<file path="src/rtl/ipref_miss_ctrl_if.sv">
// I$ miss / stream-buffer / refill bundle; names are seen from the controller side.
// The master modport is the controller. The slave modport is the I$, stream buffer and refill side.
interface ipref_miss_ctrl_if #(
  parameter int unsigned PLEN       = 56,
  parameter int unsigned LINE_WIDTH = 128
);
  logic                  miss_req_i;
  logic [PLEN-1:0]       miss_addr_i;
  logic                  miss_gnt_o;
  logic                  miss_rtrn_vld_o;
  logic [LINE_WIDTH-1:0] miss_rtrn_data_o;
  logic                  miss_rtrn_src_o;
  logic                  sb_req_o;
  logic [PLEN-1:0]       sb_addr_o;
  logic                  sb_found_i;
  logic                  sb_ready_i;
  logic [LINE_WIDTH-1:0] sb_data_i;
  logic                  mem_req_o;
  logic [PLEN-1:0]       mem_addr_o;
  logic                  mem_ack_i;
  logic                  mem_rtrn_vld_i;
  logic [LINE_WIDTH-1:0] mem_rtrn_data_i;
  logic                  hit_o;
  logic                  miss_o;
  logic                  timeout_o;

  modport master (
    input  miss_req_i, miss_addr_i, sb_found_i, sb_ready_i, sb_data_i,
           mem_ack_i, mem_rtrn_vld_i, mem_rtrn_data_i,
    output miss_gnt_o, miss_rtrn_vld_o, miss_rtrn_data_o, miss_rtrn_src_o,
           sb_req_o, sb_addr_o, mem_req_o, mem_addr_o, hit_o, miss_o, timeout_o
  );

  modport slave (
    output miss_req_i, miss_addr_i, sb_found_i, sb_ready_i, sb_data_i,
           mem_ack_i, mem_rtrn_vld_i, mem_rtrn_data_i,
    input  miss_gnt_o, miss_rtrn_vld_o, miss_rtrn_data_o, miss_rtrn_src_o,
           sb_req_o, sb_addr_o, mem_req_o, mem_addr_o, hit_o, miss_o, timeout_o
  );
endinterface

</file>
<file path="src/rtl/ipref_miss_ctrl.sv">
// Probes the stream buffer for one I$ line miss and falls back to the refill port. An SB hit returns 2 cycles after grant.
// Backpressure: only one miss is outstanding, and a new miss is granted only in IDLE. The refill request is held until it is acked.
module ipref_miss_ctrl #(
  parameter int unsigned PLEN       = 56,
  parameter int unsigned LINE_WIDTH = 128,
  parameter int unsigned WAIT_MAX   = 16
) (
  input  logic               clk_i,
  input  logic               rst_ni,
  input  logic               flush_i,
  input  logic               en_i,
  ipref_miss_ctrl_if.master  bus
);
  localparam int unsigned TW = $clog2(WAIT_MAX + 1);
  localparam logic [PLEN-1:0] OFFS_MASK = PLEN'(LINE_WIDTH / 8 - 1);

  typedef enum logic [2:0] {IDLE, LOOKUP, WAIT_READY, MEM_REQ, MEM_WAIT, DRAIN} state_e;

  state_e                state_q, state_d;
  logic [PLEN-1:0]       addr_q, addr_d;
  logic [TW-1:0]         timer_q, timer_d;
  logic                  flush_pend_q, flush_pend_d;
  logic                  rtrn_vld_q, rtrn_vld_d;
  logic [LINE_WIDTH-1:0] rtrn_data_q, rtrn_data_d;
  logic                  rtrn_src_q, rtrn_src_d;
  logic                  hit_q, hit_d;
  logic                  miss_q, miss_d;
  logic                  timeout_q, timeout_d;
  logic                  gnt, sb_req, mem_req;

  always_comb begin
    state_d      = state_q;
    addr_d       = addr_q;
    timer_d      = timer_q;
    flush_pend_d = flush_pend_q;
    rtrn_vld_d   = 1'b0;
    rtrn_data_d  = rtrn_data_q;
    rtrn_src_d   = rtrn_src_q;
    hit_d        = 1'b0;
    miss_d       = 1'b0;
    timeout_d    = 1'b0;
    gnt          = 1'b0;
    sb_req       = 1'b0;
    mem_req      = 1'b0;

    unique case (state_q)
      IDLE: begin
        gnt = bus.miss_req_i & ~flush_i;
        if (gnt) begin
          addr_d  = bus.miss_addr_i & ~OFFS_MASK;
          state_d = en_i ? LOOKUP : MEM_REQ;
        end
      end
      LOOKUP: begin
        sb_req = ~flush_i;
        if (flush_i) begin
          state_d = IDLE;
        end else if (bus.sb_found_i && bus.sb_ready_i) begin
          rtrn_vld_d  = 1'b1;
          rtrn_data_d = bus.sb_data_i;
          rtrn_src_d  = 1'b0;
          hit_d       = 1'b1;
          state_d     = IDLE;
        end else if (bus.sb_found_i) begin
          timer_d = TW'(WAIT_MAX - 1);
          state_d = WAIT_READY;
        end else begin
          miss_d  = 1'b1;
          state_d = MEM_REQ;
        end
      end
      WAIT_READY: begin
        sb_req = ~flush_i;
        if (flush_i) begin
          state_d = IDLE;
        end else if (bus.sb_ready_i) begin
          rtrn_vld_d  = 1'b1;
          rtrn_data_d = bus.sb_data_i;
          rtrn_src_d  = 1'b0;
          hit_d       = 1'b1;
          state_d     = IDLE;
        end else if (!bus.sb_found_i) begin
          miss_d  = 1'b1;
          state_d = MEM_REQ;
        end else if (timer_q == '0) begin
          miss_d    = 1'b1;
          timeout_d = 1'b1;
          state_d   = MEM_REQ;
        end else begin
          timer_d = timer_q - 1'b1;
        end
      end
      MEM_REQ: begin
        // The request cannot be withdrawn, so a flush is remembered until the ack.
        mem_req      = 1'b1;
        flush_pend_d = flush_pend_q | flush_i;
        if (bus.mem_ack_i) begin
          state_d      = (flush_pend_q | flush_i) ? DRAIN : MEM_WAIT;
          flush_pend_d = 1'b0;
        end
      end
      MEM_WAIT: begin
        if (flush_i) begin
          state_d = bus.mem_rtrn_vld_i ? IDLE : DRAIN;
        end else if (bus.mem_rtrn_vld_i) begin
          rtrn_vld_d  = 1'b1;
          rtrn_data_d = bus.mem_rtrn_data_i;
          rtrn_src_d  = 1'b1;
          state_d     = IDLE;
        end
      end
      DRAIN: begin
        if (bus.mem_rtrn_vld_i) state_d = IDLE;
      end
      default: state_d = IDLE;
    endcase
  end

  always_ff @(posedge clk_i or negedge rst_ni) begin
    if (!rst_ni) begin
      state_q      <= IDLE;
      addr_q       <= '0;
      timer_q      <= '0;
      flush_pend_q <= 1'b0;
      rtrn_vld_q   <= 1'b0;
      rtrn_data_q  <= '0;
      rtrn_src_q   <= 1'b0;
      hit_q        <= 1'b0;
      miss_q       <= 1'b0;
      timeout_q    <= 1'b0;
    end else begin
      state_q      <= state_d;
      addr_q       <= addr_d;
      timer_q      <= timer_d;
      flush_pend_q <= flush_pend_d;
      rtrn_vld_q   <= rtrn_vld_d;
      rtrn_data_q  <= rtrn_data_d;
      rtrn_src_q   <= rtrn_src_d;
      hit_q        <= hit_d;
      miss_q       <= miss_d;
      timeout_q    <= timeout_d;
    end
  end

  assign bus.miss_gnt_o       = gnt;
  assign bus.miss_rtrn_vld_o  = rtrn_vld_q;
  assign bus.miss_rtrn_data_o = rtrn_data_q;
  assign bus.miss_rtrn_src_o  = rtrn_src_q;
  assign bus.sb_req_o         = sb_req;
  assign bus.sb_addr_o        = addr_q;
  assign bus.mem_req_o        = mem_req;
  assign bus.mem_addr_o       = addr_q;
  assign bus.hit_o            = hit_q;
  assign bus.miss_o           = miss_q;
  assign bus.timeout_o        = timeout_q;
endmodule
</file>
<file path="src/flat_wrapper.sv">
// flat-port wrapper written by rule: the top's interface ports become plain ports
module ipref_miss_ctrl_flat 
#(
  parameter int unsigned PLEN       = 56,
  parameter int unsigned LINE_WIDTH = 128,
  parameter int unsigned WAIT_MAX   = 16
)
  (clk_i, rst_ni, flush_i, en_i, bus_miss_req_i, bus_miss_addr_i, bus_sb_found_i, bus_sb_ready_i, bus_sb_data_i, bus_mem_ack_i, bus_mem_rtrn_vld_i, bus_mem_rtrn_data_i, bus_miss_gnt_o, bus_miss_rtrn_vld_o, bus_miss_rtrn_data_o, bus_miss_rtrn_src_o, bus_sb_req_o, bus_sb_addr_o, bus_mem_req_o, bus_mem_addr_o, bus_hit_o, bus_miss_o, bus_timeout_o);
  ipref_miss_ctrl_if #(.PLEN(PLEN), .LINE_WIDTH(LINE_WIDTH)) bus_i ();
  input  logic clk_i;
  input  logic rst_ni;
  input  logic flush_i;
  input  logic en_i;
  input wire logic [$bits(bus_i.miss_req_i)-1:0] bus_miss_req_i;
  input wire logic [$bits(bus_i.miss_addr_i)-1:0] bus_miss_addr_i;
  input wire logic [$bits(bus_i.sb_found_i)-1:0] bus_sb_found_i;
  input wire logic [$bits(bus_i.sb_ready_i)-1:0] bus_sb_ready_i;
  input wire logic [$bits(bus_i.sb_data_i)-1:0] bus_sb_data_i;
  input wire logic [$bits(bus_i.mem_ack_i)-1:0] bus_mem_ack_i;
  input wire logic [$bits(bus_i.mem_rtrn_vld_i)-1:0] bus_mem_rtrn_vld_i;
  input wire logic [$bits(bus_i.mem_rtrn_data_i)-1:0] bus_mem_rtrn_data_i;
  output wire logic [$bits(bus_i.miss_gnt_o)-1:0] bus_miss_gnt_o;
  output wire logic [$bits(bus_i.miss_rtrn_vld_o)-1:0] bus_miss_rtrn_vld_o;
  output wire logic [$bits(bus_i.miss_rtrn_data_o)-1:0] bus_miss_rtrn_data_o;
  output wire logic [$bits(bus_i.miss_rtrn_src_o)-1:0] bus_miss_rtrn_src_o;
  output wire logic [$bits(bus_i.sb_req_o)-1:0] bus_sb_req_o;
  output wire logic [$bits(bus_i.sb_addr_o)-1:0] bus_sb_addr_o;
  output wire logic [$bits(bus_i.mem_req_o)-1:0] bus_mem_req_o;
  output wire logic [$bits(bus_i.mem_addr_o)-1:0] bus_mem_addr_o;
  output wire logic [$bits(bus_i.hit_o)-1:0] bus_hit_o;
  output wire logic [$bits(bus_i.miss_o)-1:0] bus_miss_o;
  output wire logic [$bits(bus_i.timeout_o)-1:0] bus_timeout_o;
  assign bus_i.miss_req_i = bus_miss_req_i;
  assign bus_i.miss_addr_i = bus_miss_addr_i;
  assign bus_i.sb_found_i = bus_sb_found_i;
  assign bus_i.sb_ready_i = bus_sb_ready_i;
  assign bus_i.sb_data_i = bus_sb_data_i;
  assign bus_i.mem_ack_i = bus_mem_ack_i;
  assign bus_i.mem_rtrn_vld_i = bus_mem_rtrn_vld_i;
  assign bus_i.mem_rtrn_data_i = bus_mem_rtrn_data_i;
  assign bus_miss_gnt_o = bus_i.miss_gnt_o;
  assign bus_miss_rtrn_vld_o = bus_i.miss_rtrn_vld_o;
  assign bus_miss_rtrn_data_o = bus_i.miss_rtrn_data_o;
  assign bus_miss_rtrn_src_o = bus_i.miss_rtrn_src_o;
  assign bus_sb_req_o = bus_i.sb_req_o;
  assign bus_sb_addr_o = bus_i.sb_addr_o;
  assign bus_mem_req_o = bus_i.mem_req_o;
  assign bus_mem_addr_o = bus_i.mem_addr_o;
  assign bus_hit_o = bus_i.hit_o;
  assign bus_miss_o = bus_i.miss_o;
  assign bus_timeout_o = bus_i.timeout_o;
  ipref_miss_ctrl #(.PLEN(PLEN), .LINE_WIDTH(LINE_WIDTH), .WAIT_MAX(WAIT_MAX)) u_core (.clk_i(clk_i), .rst_ni(rst_ni), .flush_i(flush_i), .en_i(en_i), .bus(bus_i));
endmodule
</file>
<file path="config.mk">
export PLATFORM = sky130hd
export DESIGN_NAME = ipref_miss_ctrl_flat
export DESIGN_NICKNAME = d
export VERILOG_FILES = /design/src/rtl/ipref_miss_ctrl_if.sv /design/src/rtl/ipref_miss_ctrl.sv /design/src/flat_wrapper.sv
export SDC_FILE = /design/constraint.sdc
export NUM_CORES = 1
export LEC_CHECK = 0
export ABC_AREA = 0
export CORE_AREA = 4 4 222 224
export CTS_BUF_LIST = sky130_fd_sc_hd__clkbuf_8
export DETAILED_ROUTE_END_ITERATION = 7
export DIE_AREA = 0 0 226 228
export GPL_TIMING_DRIVEN = 0
export PLACE_DENSITY_LB_ADDON = 0.2
export SETUP_SLACK_MARGIN = 0.4
export SYNTH_ARGS = -nofsm -noshare
export SYNTH_HDL_FRONTEND = slang
export SYNTH_SLANG_ARGS = --single-unit
</file>
<file path="constraint.sdc">
create_clock -name clk_i -period 2.9 [get_ports clk_i]
set_input_delay 0.725 -clock clk_i [delete_from_list [all_inputs] [get_ports clk_i]]
set_output_delay 0.725 -clock clk_i [all_outputs]
set_load 0.05 [all_outputs]
</file>
# After elaboration in Yosys (flattened, before gate mapping)
# Cells that the tools add are included.
dict set report classes {
  eq_ne 19
  n_addsub 1
  bitwise 3
  n_reduce_logical 10
  n_mux 61
}
# op count
set ops {}
lappend ops {{$mux 128} 6}
lappend ops {{$pmux 128 s3} 1}
lappend ops {{$mux 5} 7}
lappend ops {{$mux 3} 11}
lappend ops {{$mux 1} 29}
lappend ops {{$ne 2x2->1 const B} 11}
lappend ops {{$pmux 3 s6} 1}
lappend ops {{$pmux 5 s2} 1}
lappend ops {{$reduce_and 8->1} 1}
lappend ops {{$reduce_and 7->1} 1}
lappend ops {{$eq 3x2->1 const B} 2}
lappend ops {{$eq 3x3->1 const B} 2}
lappend ops {{$pmux 1 s3} 2}
lappend ops {{$logic_not 5->1} 1}
lappend ops {{$ne 5x4->1 const B} 1}
lappend ops {{$sub 5x1->5 const B} 1}
lappend ops {{$ne 2x1->1 const B} 2}
lappend ops {{$pmux 1 s2} 2}
lappend ops {{$eq 3x1->1 const B} 1}
lappend ops {{$logic_not 3->1} 1}
lappend ops {{$reduce_and 3->1} 1}
lappend ops {{$reduce_bool 3->1} 1}
lappend ops {{$mux 2} 1}
lappend ops {{$reduce_and 2->1} 1}
lappend ops {{6 further kinds} 6}
dict set report word_totals {
  out_inout_bits 248
  wordCells 104
  reg_bits 194
  in_bits 321
}

# Logic depth before layout (Yosys ltp)
# Gate-level depths: netlist of the first run.
dict set report depth {
  ltp_word 6
  ltp_mapped 7
}

# Worst setup path before layout of the first run
# OpenSTA, ideal clock, no wires.
dict set report synth_path {
  path_kind {input to output}
  from {input port flush_i}
  to {output port bus_miss_gnt_o}
  arrival_ps 1666
  path_slack_ps 509
  cell_stages 4
  t_required_ps 2175
  path_cell_list {nor2_1 > nand3_1 > buf_2 > inv_1}
}
dict set report synth_between {
  elab_chain_len 3
}
# element line
set synth_lines {}
lappend synth_lines {{from (decl)} flat_wrapper.sv:12} ;# input logic flush_i;
lappend synth_lines {{$not 1->1} ipref_miss_ctrl.sv:48} ;# gnt = bus.miss_req_i & ~flush_i;
lappend synth_lines {{$and 1x1->1} ipref_miss_ctrl.sv:48}
lappend synth_lines {{$mux 1} ipref_miss_ctrl.sv:46} ;# unique case (state_q)
lappend synth_lines {{to (decl)} flat_wrapper.sv:22} ;# output wire logic [$bits(bus_i.miss_gnt_o)-1:0] bus_miss_gnt_o;
# Every way passes these cells.

# Worst setup path in the final report of the first run
dict set report layout_path {
  from {input port bus_miss_req_i}
  to {output port bus_miss_gnt_o}
}
dict set report layout_between {
  elab_chain_len 2
}
# element line
set layout_lines {}
lappend layout_lines {{from (decl)} flat_wrapper.sv:14} ;# input wire logic [$bits(bus_i.miss_req_i)-1:0] bus_miss_req_i;
lappend layout_lines {{$and 1x1->1} ipref_miss_ctrl.sv:48}
lappend layout_lines {{$mux 1} ipref_miss_ctrl.sv:46}
# Every way passes these cells.

==> results.toml, run 1 <==
[worst_setup_path]
max_stage_delay_ps = 540
arrival_ps = 1730
regToRegStartpoint = "u_core.state_q[1]$_DFFE_PN0P_"
r2r_slack_ps = 630
critPathBufInv = 4
crit_path_start_kind = "input port"
crit_required_ps = 2170
crit_fanout = 9
critPathKind = "in -> out"
crit_chain = "clkdlybuf4s50_1 > nand3_4 > buf_8 > inv_1 > buf_6"
critPathCaptureType = "primary output"
crit_family = "buffers and inverters"
cpMaxStageDelayCell = "clkdlybuf4s50_1"
startpoint = "bus_miss_req_i"

[synthesis]
ys_ff_latch = 194
synth_cell_types = 39
synth_top_family_by_area = "multiplexers"
synth_edf_count = 0
ys_seq_area_share_pct = 49.1
avgSynthCellArea_um2 = 14.6
yosys_most_used_dff = "dfrtp_1"
yosys_warnings = 0
synthXorXnorAreaFrac_pct = 0.0886
synth_adder_area_share_pct = 0.127
synth.cell_area_um2 = 9880
synth_mux_area_share_pct = 38.9
synth_compound_gate_area_share_pct = 1.73
syn_inst = 677
async_flop_share_pct = 100
synth-simple-area-share_pct = 2.49

[global_route]
antenna_found_initial = 3
met2_usage_pct = 25.5
grt_pass1_wl_um = 54100
grt_pass1_vias = 8231
grt_busiest_layer = "met2"
grt_max_degree = 108
grt_use_met3_pct = 4.32
track_usage_pct = 14.2
grt.overflow.total = 0
use_met1_pct = 15.8

[final_layout]
fin_cells = 1903
finalNetCount = 1593
fin_util_pct = 35.1
final_common_cell = "clkdlybuf4s50_1"
layout_common_cells = "clkdlybuf4s50_1 (314), dlygate4sd2_1 (235), mux2_2 (208)"
drive_above_1_share_pct = 35.8
syn2layout_area_growth_pct = 68.1
fin_area_um2 = 16600

[outcome]
status = "finished clean"

[placement]
io_buffers = 556
hpwl_um = 29500
dpl.cell_count = 1856
pre_cts_ws_ps = -990
place_congestion = 0.789
place_area_um2 = 16300

[routing]
routed_wirelength_um = 37300
drt-wirelength-per-cell_um = 19.6
viasPerCell = 3.90
dr.pass1.iters = 4
drc = 0
ant_nets = 0
num_vias = 7414
first_iter_violations = 181

[pwr]
p_int_uw = 9880
power_frac_comb_pct = 65.5
swShare_pct = 51.4
pwr-share-seq_pct = 24.0
cellLeakagePower_uw = 0.00741
vdd_drop_max_mv = 0.794
clockPowerShare_pct = 10.4
p_sw_uw = 10500
power.density_nw_per_um2 = 1230

[sta]
setup_viol = 0
setup_slack_ps = 445
relSlewSlack_pct = 49.4
grt_setup_unrepaired = "true"
timing.fmax_ghz = 0.407
tns_ps = 0
skew_ps = 17.0
worst_pin_slew_ps = 759
finalHoldViolations = 0
period_share_pct = 84.7
final.min_clock_period_ps = 2450
report.final.slew_viol_count = 0

[cts]
numCtsBuffers = 17
postCtsHoldBufs = 0
clkSlewWorstSetupHoldPaths_ps = 110
cts_tree = "done"
h-tree-depth = 4
clkSinkCount = 194
cts_buffer_depth = 2
clock_latency_ps = 560
root_buffer = "clkbuf_8"

[die]
pin_count = 569
row_count = 80
die_y_um = 228
dieArea_um2 = 51500
initial_core_util_pct = 20.9
die_w_um = 226
coreArea_um2 = 47300

[flow_run]
drv_cap = 0

[worst_hold_path]
worst_hold_path_type = "in -> async"
==> layer usage <==
layer,vias to the layer above,part of all wire [%]
li1,3510,-
met1,3628,39
met2,235,53
met3,41,6.4
met4,0,2.2
met5,-,0
==> worst paths after layout <==
| check | endpoint | cells after the start |
|---|---|---|
| worst max-delay path | bus_miss_gnt_o | 5 |
| worst min-delay path | u_core.bus.miss_rtrn_data_o[79]$_DFFE_PN0P_ | 1 |
| worst max register to register | u_core.bus.miss_rtrn_data_o[39]$_DFFE_PN0P_ | 6 |
| worst min register to register | u_core.bus.miss_rtrn_src_o$_DFFE_PN0P_ | 1 |
| max in group asynchronous | u_core.timer_q[4]$_DFFE_PN0P_ | 2 |
| min in group clk_i | u_core.bus.miss_rtrn_src_o$_DFFE_PN0P_ | 1 |
==> area by class of cell <==
type	instances	area, um^2
fillers	4824	30700
repair buffers	568	5390
flip-flops and latches	194	4850
multi-input cells	385	4350
well taps	615	769
plain buffers	98	747
clock buffers	18	248
clock inverters	14	211
inverters	7	26.3
diodes	4	10.0
==> Yosys cell counts, types with 2 or more instances <==
master | n | area [um^2]
nand3_1 | 3 | 15.0
nand2b_1 | 4 | 25.0
o21ai_0 | 3 | 15.0
nor2b_1 | 6 | 37.5
dfrtp_1 | 194 | 4850
inv_1 | 7 | 26.3
o22ai_1 | 2 | 12.5
nand3b_1 | 2 | 15.0
mux2_4 | 100 | 1500
o21a_1 | 3 | 22.5
buf_4 | 62 | 465
buf_2 | 24 | 120
nor2_1 | 10 | 37.5
o22a_1 | 3 | 26.3
nand2_1 | 5 | 18.8
buf_6 | 11 | 124
nor3_1 | 3 | 15.0
nor3b_1 | 2 | 15.0
mux2_2 | 208 | 2340
a21oi_1 | 6 | 30.0
==> flip-flops by register name, indices dropped and copies added, names as in the netlist <==
signal and flops:
u_core.bus.timeout_o 1, u_core.bus.miss_o 1, u_core.bus.hit_o 1, u_core.timer_q 5
u_core.bus.mem_addr_o 52, u_core.bus.miss_rtrn_vld_o 1, u_core.flush_pend_q 1, u_core.bus.miss_rtrn_data_o 128
u_core.state_q 3, u_core.bus.miss_rtrn_src_o 1
==> cell families (layout without fill, tap and decap cells) <==
group | Yosys count | count (layout)
AOI/OAI and AO/OA | 24 | 24
xor gates and xnor gates | 1 | 1
adders and majority gates | 1 | 1
buffers and inverters | 105 | 705
DFF | 194 | 194
muxes | 308 | 308
other | 1 | 12
and+or+nand+nor | 43 | 43
==> worst reg2reg max path, delay by kind of cell (launching register included) <==
family / cells / cell delay [ps]
buffers and inverters: 3 / 870
muxes: 2 / 650
DFF: 1 / 370
and+or+nand+nor: 1 / 280
==> what timing repair did <==
action / CTS / global route
setup buffers: 1 / 10
pin swaps: 1 / 1
setup endpoints to repair: 251 / 3
resized for setup: 274 / 9
==> through the flow <==
step	hold slack, ps	power [uW]
after floorplan	429	14500
after global placement	474	19500
after detailed placement	485	19500
after CTS	121	20600
after global routing	168	21300
final	117	20300
==> power groups by stage <==
stage	Clock [uW]	Sequential (uW)	Combinational (uW)
finish	2120	4890	13300
detailed placement	0	5020	14500
global placement	0	4990	14500
global route	2340	5090	13900
CTS	2260	4930	13500
floorplan	0	9410	5110
No activity file was read; power rests on OpenSTA's default activity.
==> run 2, diff against run 1 <==
clock period = 2.5 ns   (was 2.9 ns; I/O delays follow)
==> run 2 against run 1 <==
  * Die area did not move
  * Largest power group unchanged
  * Utilization grew 0.27 points
  * Critical path depth rose by 1
  * Design area rose by 0.78%
  * Wire length increased by 1.6%
  * Non-clock buffer count is 3 lower
  * Critical endpoint unchanged
  * Sequential share of layout area down 0.23 points
  * Global-route usage increased by 0.28 points
  * Total power is 17% higher
  * Clock power about the same
  * Count of clock-buffer cells in the layout unchanged
==> results.toml, run 2 (synthesized netlist as in run 1, its figures left out) <==
[global_route]
track_usage_pct = 14.5
antenna_found_initial = 4
met2_usage_pct = 26.2
grt.overflow.total = 0
grt_use_met3_pct = 3.86
grt_pass1_vias = 8366
grt_pass1_wl_um = 55200
grt_max_degree = 100
use_met1_pct = 15.9
grt_busiest_layer = "met2"

[cts]
clock_latency_ps = 560
cts_tree = "done"
h-tree-depth = 4
root_buffer = "clkbuf_8"
clkSlewWorstSetupHoldPaths_ps = 100
cts_buffer_depth = 2
numCtsBuffers = 17
clkSinkCount = 194

[worst_setup_path]
crit_path_start_kind = "register"
cpMaxStageDelayCell = "dfrtp_1"
r2r-end = "u_core.bus.miss_rtrn_data_o[112]$_DFFE_PN0P_"
startpoint = "u_core.state_q[0]$_DFFE_PN0P_"
r2r_slack_ps = 390
max_stage_delay_ps = 390
critPathKind = "reg -> out"
critPathBufInv = 4
arrival_ps = 1670
crit_fanout = 7
crit_family = "buffers and inverters"
crit_top_cell = "buf_8"
crit_chain = "buf_6 > nor2_4 > nand3_4 > buf_8 > clkinvlp_4 > buf_8"
critPathCaptureType = "primary output"
ff2ff_path_depth = 6
regToRegStartpoint = "u_core.state_q[1]$_DFFE_PN0P_"
crit_required_ps = 1880

[final_layout]
layout_common_cells = "clkdlybuf4s50_1 (314), mux2_2 (208), dfrtp_1 (194)"
final_common_cell = "clkdlybuf4s50_1"
fin_cells = 1901
largest_reg_flops = 128
finalNetCount = 1590
drive_above_1_share_pct = 54.3
syn2layout_area_growth_pct = 69.4

[routing]
first_iter_violations = 218
num_vias = 7434
ant_nets = 0
dr.pass1.iters = 4
viasPerCell = 3.91
drt-wirelength-per-cell_um = 20.0
drc = 0
routed_wirelength_um = 37900

[sta]
worst_pin_slew_ps = 807
finalHoldViolations = 0
relSlewSlack_pct = 46.2
setup_viol = 0
timing.fmax_ghz = 0.435
report.final.slew_viol_count = 0
final.min_clock_period_ps = 2300
hold_ws_ps = 35.3
period_share_pct = 91.9
grt_setup_unrepaired = "true"
skew_ps = 20.8

[pwr]
p_sw_uw = 12300
pwr-share-seq_pct = 24.0
cellLeakagePower_uw = 0.00710
power.density_nw_per_um2 = 1430
power_frac_comb_pct = 67.1
swShare_pct = 51.3
clockPowerShare_pct = 9.0
vdd_drop_max_mv = 0.808
p_int_uw = 11600

[placement]
dpl.cell_count = 1856
io_buffers = 556
hpwl_um = 29900
place_congestion = 0.779

[die]
pin_count = 569
row_count = 80
initial_core_util_pct = 20.9
coreArea_um2 = 47300
die_w_um = 226
dieArea_um2 = 51500
die_y_um = 228

[worst_hold_path]
worst_hold_path_type = "in -> async"

[outcome]
status = "finished clean"

[flow_run]
drv_cap = 0
==> run 2: changes by cell type in the layout (fill, tap and decap cells not counted), moves of 5 or more <==
cell             change
buf_4                -5
clkdlybuf4s15_2    +166
buf_2               +43
dlygate4sd2_1      -234
clkbuf_4             +8
buf_6                +5
clkbuf_2            +13
==> run 2: how the worst max path moves through the flow <==
stage	endpoint	slack [ps]	depth (start not counted)
final	bus_miss_gnt_o	200	6
after global placement	u_core.bus.miss_rtrn_data_o[53]$_DFFE_PN0P_	-8320	1
after global routing	bus_miss_gnt_o	110	6
after detailed placement	bus_miss_gnt_o	-1210	6
after CTS	bus_miss_gnt_o	110	6
after floorplan	bus_miss_gnt_o	420	4
==> run 2: worst register-to-register path, delay by kind of cell (launching register included) <==
kind	cells	cell delay (ps)
buffers and inverters	3	680
AND/OR/NAND/NOR	1	310
multiplexers	2	640
flip-flops	1	380
==> run 2: repair_timing <==
action	CTS	global route
pin swaps	2	1
resized for setup	848	35
hold buffers	0	0
buffers inserted	8	0
setup endpoints to repair	351	137
==> run 2: per-layer routing <==
metal	vias to the layer above	routed length [um]
li1	3506	-
met1	3651	14700
met2	246	20200
met3	31	2310
met4	0	747
met5	-	0
==> run 2: area by class of cell <==
class / instances / area (um^2)
Fill cell: 4756 / 30600
Tap cell: 615 / 769
Inverter: 7 / 30.0
Clock inverter: 14 / 139
Buffer: 98 / 800
Multi-Input combinational cell: 385 / 4350
Sequential cell: 194 / 4850
Antenna cell: 5 / 12.5
Clock buffer: 18 / 248
Timing Repair Buffer: 565 / 5530
==> run 2: metrics by stage <==
stage	area (um^2)	setup WS, ps	util, %	power [uW]	setup TNS, ps
5_1_grt	16700	110	35.3	25000	0
3_3_place_gp	16200	-8320	34.3	22600	-1628420
6_report	16700	202	35.3	23900	0
2_1_floorplan	9910	418	-	16800	0
3_5_place_dp	16300	-1210	34.4	22700	-24970
4_1_cts	16700	107	35.4	24300	0
==> run 2: power groups by stage <==
stage / Clock, uW / Sequential [uW] / Combinational (uW)
after global routing: 2380 / 5960 / 16700
final: 2140 / 5730 / 16000
after floorplan: 0 / 10900 / 5930
after detailed placement: 0 / 5790 / 16900
after CTS: 2290 / 5750 / 16200
after global placement: 0 / 5760 / 16900
==> run 3, diff against run 2 <==
CTS_CLUSTER_SIZE = 25   (was not set)
RECOVER_POWER = 50   (was not set)
==> run 3 against run 2 <==
  * Utilization down 0.57 points
  * Total power decreased by 1.1%
  * Sequential cell count did not move
  * Critical endpoint unchanged
  * Wire length is essentially flat
  * Die area stayed put
  * Clock power is essentially flat
==> results.toml, run 3 (synthesized netlist as in run 1, its figures left out) <==
[outcome]
status = "finished clean"

[die]
die_w_um = 226
row_count = 80
dieArea_um2 = 51500
initial_core_util_pct = 20.9
coreArea_um2 = 47300
pin_count = 569
die_y_um = 228

[flow_run]
drv_cap = 0

[worst_setup_path]
ff2ff_path_depth = 6
regToRegStartpoint = "u_core.timer_q[0]$_DFFE_PN0P_"
crit_fanout = 7
arrival_ps = 1670
crit_path_start_kind = "register"
critPathKind = "reg -> out"
crit_required_ps = 1880
critPathCaptureType = "primary output"
startpoint = "u_core.state_q[0]$_DFFE_PN0P_"

[global_route]
track_usage_pct = 14.5
antenna_found_initial = 4
grt_max_degree = 100
grt.overflow.total = 0
grt_pass1_vias = 8366
grt_pass1_wl_um = 55200

[sta]
setup_viol = 0
period_share_pct = 91.9
worst_pin_slew_ps = 1400
final.min_clock_period_ps = 2300
timing.fmax_ghz = 0.435
finalHoldViolations = 0
skew_ps = 20.9
hold_ws_ps = 328
tns_ps = 0
report.final.slew_viol_count = 0
relSlewSlack_pct = 6.62
grt_setup_unrepaired = "true"

[routing]
num_vias = 7413
first_iter_violations = 216
viasPerCell = 3.90
drc = 0
ant_nets = 0
drt-wirelength-per-cell_um = 19.9
routed_wirelength_um = 37900
dr.pass1.iters = 4

[cts]
postCtsHoldBufs = 0
root_buffer = "clkbuf_8"
clkSinkCount = 194
h-tree-depth = 4
cts_buffer_depth = 2
clock_latency_ps = 560
numCtsBuffers = 17
clkSlewWorstSetupHoldPaths_ps = 100
cts_tree = "done"

[final_layout]
syn2layout_area_growth_pct = 66.6
multi_input_area_um2 = 4340
drive_above_1_share_pct = 49.6
final_common_cell = "clkdlybuf4s50_1"
finalNetCount = 1590
layout_common_cells = "clkdlybuf4s50_1 (313), mux2_2 (208), dfrtp_1 (194)"
fin_util_pct = 34.8
largest_reg_flops = 128
fillers = 4801
regArea_um2 = 4850

[worst_hold_path]
worst_hold_path_type = "in -> async"

[placement]
hpwl_um = 29900
io_buffers = 556
place_congestion = 0.779

[pwr]
power.density_nw_per_um2 = 1440
cellLeakagePower_uw = 0.00691
vdd_drop_max_mv = 0.800
==> run 3: metal layers <==
metal  part of all wire [%]  up-vias  routed length [um]  track usage (%)
met5                      0        -                   0                0
met4                    2.0        0                 746             5.97
met3                    6.1       31                2320             3.86
met2                     53      240               20200             26.2
li1                       -     3507                   -                -
met1                     39     3635               14700             15.9
==> run 3: cell type report <==
type                            count  share of cell area, %
Antenna cell                        5                 0.0760
Buffer                             98                   4.81
Clock buffer                       18                   1.50
Clock inverter                     14                  0.843
Inverter                            7                  0.182
Multi-Input combinational cell    385                   26.3
Sequential cell                   194                   29.5
Tap cell                          615                   4.67
Timing Repair Buffer              565                   32.1
==> run 3: worst max-delay path: stages, from the launching register on <==
cell,delay (ps)
dfrtp_1,390
buf_6,140
nor2_4,120
nand3_4,120
buf_8,150
clkinvlp_4,60
buf_8,140
==> run 3: metrics by stage <==
| step | worst slack (ps) | cell area, um^2 | total power [uW] | cells |
|---|---|---|---|---|
| finish | 202 | 16500 | 23600 | 1901 |
| global route | 111 | 16500 | 24700 | 1901 |
| global placement | -8320 | 16200 | 22600 | 1855 |
| floorplan | 418 | 9910 | 16800 | 684 |
| detailed placement | -1210 | 16300 | 22700 | 1856 |
| CTS | 107 | 16700 | 24300 | 1896 |
==> run 3: repair_timing <==
item                                    4_1_cts  5_1_grt
resized for setup                           848       35
pin swaps                                     2        1
endpoints found under the setup margin      351      137
setup buffers                                 8        0
==> run 3: final timing paths <==
path / slack [ps] / end
setup reg to reg: 360 / u_core.timer_q[3]$_DFFE_PN0P_
min in group clk_i: 500 / u_core.flush_pend_q$_DFFE_PN0P_
max in group asynchronous: 560 / u_core.bus.miss_rtrn_data_o[53]$_DFFE_PN0P_
setup / recovery: 200 / bus_miss_gnt_o
hold / removal: 330 / u_core.bus.mem_addr_o[37]$_DFFE_PN0P_
hold reg to reg: 500 / u_core.flush_pend_q$_DFFE_PN0P_
==> run 3: power breakdown <==
| part | total [uW] | internal [uW] | switching [uW] |
|---|---|---|---|
| Clock | 2140 | 906 | 1240 |
| Combinational | 15800 | 5770 | 9990 |
| Sequential | 5730 | 4710 | 1020 |
| Total | 23600 | 11400 | 12200 |
